$ cat src/rtl/rr_resource_arbiter_pkg.sv
// Shared types for the round-robin resource arbiter.
package rr_resource_arbiter_pkg;

  typedef enum logic [1:0] {
    IDLE  = 2'd0,
    OFFER = 2'd1,
    BUSY  = 2'd2
  } arb_state_t;

endpackage

$ cat src/rtl/rr_resource_arbiter_priority_finder.sv
// Fixed-priority finder: reports the lowest (FIRST_PRIORITY=1) or highest
// (FIRST_PRIORITY=0) set bit of in_vec as an index and a one-hot vector.
module priority_finder #(
  parameter int WIDTH          = 8,
  parameter int FIRST_PRIORITY = 1,
  parameter int INDEX_W        = (WIDTH > 1) ? $clog2(WIDTH) : 1
) (
  input  logic [WIDTH-1:0]   in_vec,
  output logic               found,
  output logic [INDEX_W-1:0] index,
  output logic [WIDTH-1:0]   onehot
);

  always_comb begin
    found = 1'b0;
    index = '0;
    if (FIRST_PRIORITY != 0) begin
      // Scan downward so the last hit (lowest index) wins.
      for (int i = WIDTH - 1; i >= 0; i--) begin
        if (in_vec[i]) begin
          found = 1'b1;
          index = INDEX_W'(i);
        end
      end
    end else begin
      for (int i = 0; i < WIDTH; i++) begin
        if (in_vec[i]) begin
          found = 1'b1;
          index = INDEX_W'(i);
        end
      end
    end
    onehot = found ? (WIDTH'(1) << index) : '0;
  end

endmodule

$ cat src/rtl/rr_resource_arbiter.sv
// Round-robin arbiter sharing one resource between WIDTH requesters, with an
// optional ownership lock released by the owner or by a watchdog.
module rr_resource_arbiter
  import rr_resource_arbiter_pkg::*;
#(
  parameter int WIDTH   = 8,
  parameter int INDEX_W = $clog2(WIDTH),
  parameter int LOCK    = 1,
  parameter int TIMEOUT = 256,
  parameter int TMR_W   = $clog2(TIMEOUT + 1)
) (
  input  logic               clk,
  input  logic               rst,
  input  logic [WIDTH-1:0]   req,
  input  logic               res_ready,
  input  logic               res_release,
  output logic [WIDTH-1:0]   grant,
  output logic [INDEX_W-1:0] grant_index,
  output logic               grant_valid,
  output logic               busy,
  output logic               timeout_err
);

  // With the watchdog disabled TMR_W collapses to 0; keep a 1-bit stub.
  localparam int TW = (TMR_W > 0) ? TMR_W : 1;
  localparam logic [TW-1:0] TMR_LAST = TW'(TIMEOUT - 1);

  arb_state_t         state_q, state_d;
  logic [WIDTH-1:0]   grant_q, grant_d;
  logic [INDEX_W-1:0] grant_index_q, grant_index_d;
  logic [INDEX_W-1:0] last_ptr_q, last_ptr_d;
  logic [TW-1:0]      timer_q, timer_d;
  logic               timeout_err_q, timeout_err_d;

  logic [WIDTH-1:0]   mask;
  logic               msk_found, all_found;
  logic [INDEX_W-1:0] msk_idx, all_idx, win_idx;
  logic [WIDTH-1:0]   msk_oh, all_oh, win_oh;

  always_comb begin
    mask = '0;
    for (int i = 0; i < WIDTH; i++) begin
      mask[i] = (i > int'(last_ptr_q));
    end
  end

  priority_finder #(.WIDTH(WIDTH), .FIRST_PRIORITY(1), .INDEX_W(INDEX_W)) u_pf_masked (
    .in_vec (req & mask),
    .found  (msk_found),
    .index  (msk_idx),
    .onehot (msk_oh)
  );

  priority_finder #(.WIDTH(WIDTH), .FIRST_PRIORITY(1), .INDEX_W(INDEX_W)) u_pf_all (
    .in_vec (req),
    .found  (all_found),
    .index  (all_idx),
    .onehot (all_oh)
  );

  // Requesters above the last winner go first; otherwise wrap to the bottom.
  assign win_idx = msk_found ? msk_idx : all_idx;
  assign win_oh  = msk_found ? msk_oh  : all_oh;

  always_comb begin
    state_d       = state_q;
    grant_d       = grant_q;
    grant_index_d = grant_index_q;
    last_ptr_d    = last_ptr_q;
    timer_d       = timer_q;
    timeout_err_d = 1'b0;
    unique case (state_q)
      IDLE: begin
        if (all_found) begin
          state_d       = OFFER;
          grant_d       = win_oh;
          grant_index_d = win_idx;
        end
      end
      OFFER: begin
        // A withdrawn request loses the offer even if the resource is ready.
        if (!req[grant_index_q]) begin
          state_d = IDLE;
          grant_d = '0;
        end else if (res_ready) begin
          grant_d    = '0;
          last_ptr_d = grant_index_q;
          if (LOCK != 0) begin
            state_d = BUSY;
            timer_d = '0;
          end else begin
            state_d = IDLE;
          end
        end
      end
      BUSY: begin
        if (res_release) begin
          state_d = IDLE;
        end else if ((TIMEOUT != 0) && (timer_q == TMR_LAST)) begin
          state_d       = IDLE;
          timeout_err_d = 1'b1;
        end else begin
          timer_d = timer_q + TW'(1);
        end
      end
      default: begin
        state_d = IDLE;
        grant_d = '0;
      end
    endcase
  end

  always_ff @(posedge clk or negedge rst) begin
    if (!rst) begin
      state_q       <= IDLE;
      grant_q       <= '0;
      grant_index_q <= '0;
      last_ptr_q    <= INDEX_W'(WIDTH - 1);
      timer_q       <= '0;
      timeout_err_q <= 1'b0;
    end else begin
      state_q       <= state_d;
      grant_q       <= grant_d;
      grant_index_q <= grant_index_d;
      last_ptr_q    <= last_ptr_d;
      timer_q       <= timer_d;
      timeout_err_q <= timeout_err_d;
    end
  end

  assign grant       = grant_q;
  assign grant_index = grant_index_q;
  assign grant_valid = (state_q == OFFER);
  assign busy        = (state_q == BUSY);
  assign timeout_err = timeout_err_q;

endmodule

$ cat config.mk
export PLATFORM = sky130hd
export DESIGN_NAME = rr_resource_arbiter
export DESIGN_NICKNAME = d
export VERILOG_FILES = /design/src/rtl/rr_resource_arbiter_pkg.sv /design/src/rtl/rr_resource_arbiter_priority_finder.sv /design/src/rtl/rr_resource_arbiter.sv
export SDC_FILE = /design/constraint.sdc
export NUM_CORES = 1
export LEC_CHECK = 0
export ABC_AREA = 1
export CORE_ASPECT_RATIO = 0.6
export CORE_UTILIZATION = 53
export DETAILED_ROUTE_END_ITERATION = 16
export GPL_ROUTABILITY_DRIVEN = 1
export PLACE_DENSITY = 0.79
export SETUP_SLACK_MARGIN = 0.02
export SYNTH_ARGS = -nofsm -noshare
export SYNTH_HDL_FRONTEND = slang
export SYNTH_SLANG_ARGS = --single-unit
$ cat constraint.sdc
create_clock -name clk -period 2.2 [get_ports clk]
set_input_delay 0.44 -clock clk [delete_from_list [all_inputs] [get_ports clk]]
set_output_delay 0.44 -clock clk [all_outputs]
set_load 0.01 [all_outputs]
==> results.toml <==
[power]
p_per_area_mw_per_mm2 = 1169
ir_drop_v = 0.0007286
p_leak_nw = 0.9760

[clock_network]
clk_latency_ns = 0.27
cts-root-buf = "clkbuf_8"
h-tree-depth = 1
cts_tree = "done"
cts.repair.resized = 0
clockBufferDepth = 2
cts_setup_buffers = 0
cts_buffers = 3
clk_pin_slew_ns = 0.09
cts_hold_buffers = 0
clkSinkCount = 26

[floorplan]
die_x_um = 73.74
die_h_um = 45.05
rows = 15
dieArea_sq_mm = 0.003322
core_sq_mm = 0.002909
initial_core_util_pct = 56.26
io_pins = 26

[synth]
synth-seq-cells = 26
yosysUniqueCellTypes = 27
ys_warn_count = 0
synthesis.instances = 222
syn_area_per_cell_sq_um = 7.372
synth.net_count = 236
syn_area_sq_mm = 0.001637
yosysSeqAreaShare_pct = 39.98

[route]
vias = 1489
drt_first_pass_iters = 4
drc = 0
final_antenna_net_count = 0
avgRoutedWirePerCell_um = 12.12
detail_route.vias_per_cell = 5.082
drtIter0Drc = 103
routed_wl_mm = 3.552

[timing]
fmax_mhz = 537.3
relSlewSlack_pct = 77.60
post-route-min-period_ns = 1.861
tightest_slew_ns = 0.3347
grt_setup_unrepaired = "false"
setup_tns_ns = 0
finalSetupViolCount = 0
fin_skew_ns = 0.004964
hold_violations = 0
post-route-period-util_pct = 84.60
drv_slew = 0

[critical_path]
arrival_ns = 1.42
crit_chain = "inv_1 > nor2_1 > clkdlybuf4s50_1"
ff2ff_path_depth = 11
r2r_end = "timer_q[0]$_DFFE_PN0P_"
crit_slowest_cell = "clkdlybuf4s50_1"
worst-path-buf-inv = 2
critPathCaptureType = "output port"
crit_family = "buffers and inverters"
required_ns = 1.76
r2r-start = "timer_q[0]$_DFFE_PN0P_"
startpoint_type = "register"
crit_type = "reg2out"
r2r_slack_ns = 0.36
critPathMaxStageDelay_ns = 0.56
path_max_fanout = 3

[place]
place_congestion = 0.8235
portBuffers = 25
placed_area_sq_mm = 0.001928
dp_hpwl_mm = 2.801

[global_route]
overflow = 0
grt_usage_pct = 24.17
grt_max_degree = 27
grt_pass1_vias = 1259
grt_first_pass_wirelength_mm = 5.954
antenna_found_initial = 0

[worst_hold_path]
min_from = "grant[2]$_DFFE_PN0P_"
min_to = "grant[2]$_DFFE_PN0P_"
min_delay_path_depth = 2
worstHoldPathType = "reg2reg"

[run]
maxCapViolations = 0

[layout]
antenna_cells = 0
area_growth_pct = 22.17
final_area_sq_mm = 0.001999
nFillCells = 246
nets = 266
drive_above_1_share_pct = 13.94

[run_status]
status = "complete, no violations"
[stage by stage]
step           cells  util (%)  hold WS (ns)  power [W]  setup WS (ns)
2_1_floorplan    222         -        0.1444   0.001551         0.6197
3_3_place_gp     289     66.28        0.4746   0.001925         0.2000
3_5_place_dp     289     66.28        0.4687   0.001943         0.1662
4_1_cts          293     68.73        0.4982   0.002344         0.3109
5_1_grt          293     68.73        0.5111   0.002508         0.1341
6_report         293     68.73        0.4945   0.002337         0.3388
[cell usage after synthesis, drive strengths merged]
cell    number  area (sq um)
nor3b        1         7.510
xor2         5         43.79
nor2        26         122.6
o21ai       13         83.84
nand3       29         160.2
inv         28         105.1
nand4        2         12.51
o211ai       2         15.01
nor3         2         15.01
o21a         1         8.760
a21oi        4         31.28
dfstp        3         78.83
buf          3         33.78
dfrtp       23         575.6
ha           2         25.02
nand2       78         317.8
[how the worst max path moves through the flow]
stage,end,depth (start not counted),slack [ns],startpoint
finish,grant_valid,3,0.34,state_q[0]$_DFFE_PN0P_
detailed placement,grant[4]$_DFFE_PN0P_,10,0.17,req[7]
global placement,grant[5]$_DFFE_PN0P_,7,0.20,req[4]
CTS,grant_valid,3,0.31,state_q[0]$_DFFE_PN0P_
floorplan,timer_q[8]$_DFFE_PN0P_,11,0.62,timer_q[0]$_DFFE_PN0P_
global route,timer_q[0]$_DFFE_PN0P_,11,0.13,timer_q[0]$_DFFE_PN0P_
[layer usage]
metal | global-route usage, % | wire (um)
met1 | 38.63 | 1885
met2 | 33.76 | 1357
met3 | 6.027 | 295
met4 | 2.308 | 14
met5 | 0 | 0
[final cells by class]
type	instances	area [sq um]	area share (%)
inverters	28	105.1	5.257
well taps	42	52.55	2.628
repair buffers	28	272.8	13.64
clock buffers	3	41.29	2.065
flip-flops and latches	26	654.4	32.73
multi-input cells	165	843.3	42.18
clock inverters	1	30.03	1.502
[layout by cell type, fill, tap and decap left out, types with 2 or more instances in the layout]
master and instances:
ha_1 2, a21oi_1 3, nand2_1 72, nand2_2 4, nand4_1 2, buf_4 3, o21ai_2 2, inv_2 4
dfstp_2 3, nand3_1 26, nand3_2 3, clkdlybuf4s50_1 25, o21ai_1 8, nand2_4 2, dfrtp_1 23, nor2_1 20
nor2_4 2, o21ai_0 2, xor2_1 5, o211ai_1 2, nor2_2 4, clkbuf_8 3, inv_1 24
[tightest hold or removal path, cell delays in order, from the launching register on]
cell     delay [ns]
dfrtp_1        0.35
nand2_1        0.05
nand2_1        0.06
[power by group]
group	total, W	leakage, nW	switching [W]	internal [W]
registers	0.000802	0.341	0.000164	0.000639
clock network	0.000391	0.0357	0.000148	0.000243
logic	0.00114	0.600	0.000684	0.000460
[cells by family (layout without fill, tap and decap cells)]
kind of cell,Yosys count,count (layout),synth area share (%)
simple gates,138,138,38.84
buf+inv,31,60,8.486
flops,26,26,39.98
compound gates,20,20,8.487
xor+xnor,5,5,2.676
fa+ha+maj,2,2,1.529
[registers in the layout, indices dropped and copies added, names as in the netlist]
name,cells
last_ptr_q,3
state_q,2
timer_q,9
timeout_err,1
grant,8
grant_index,3
Power figures use the tool's default switching activity.
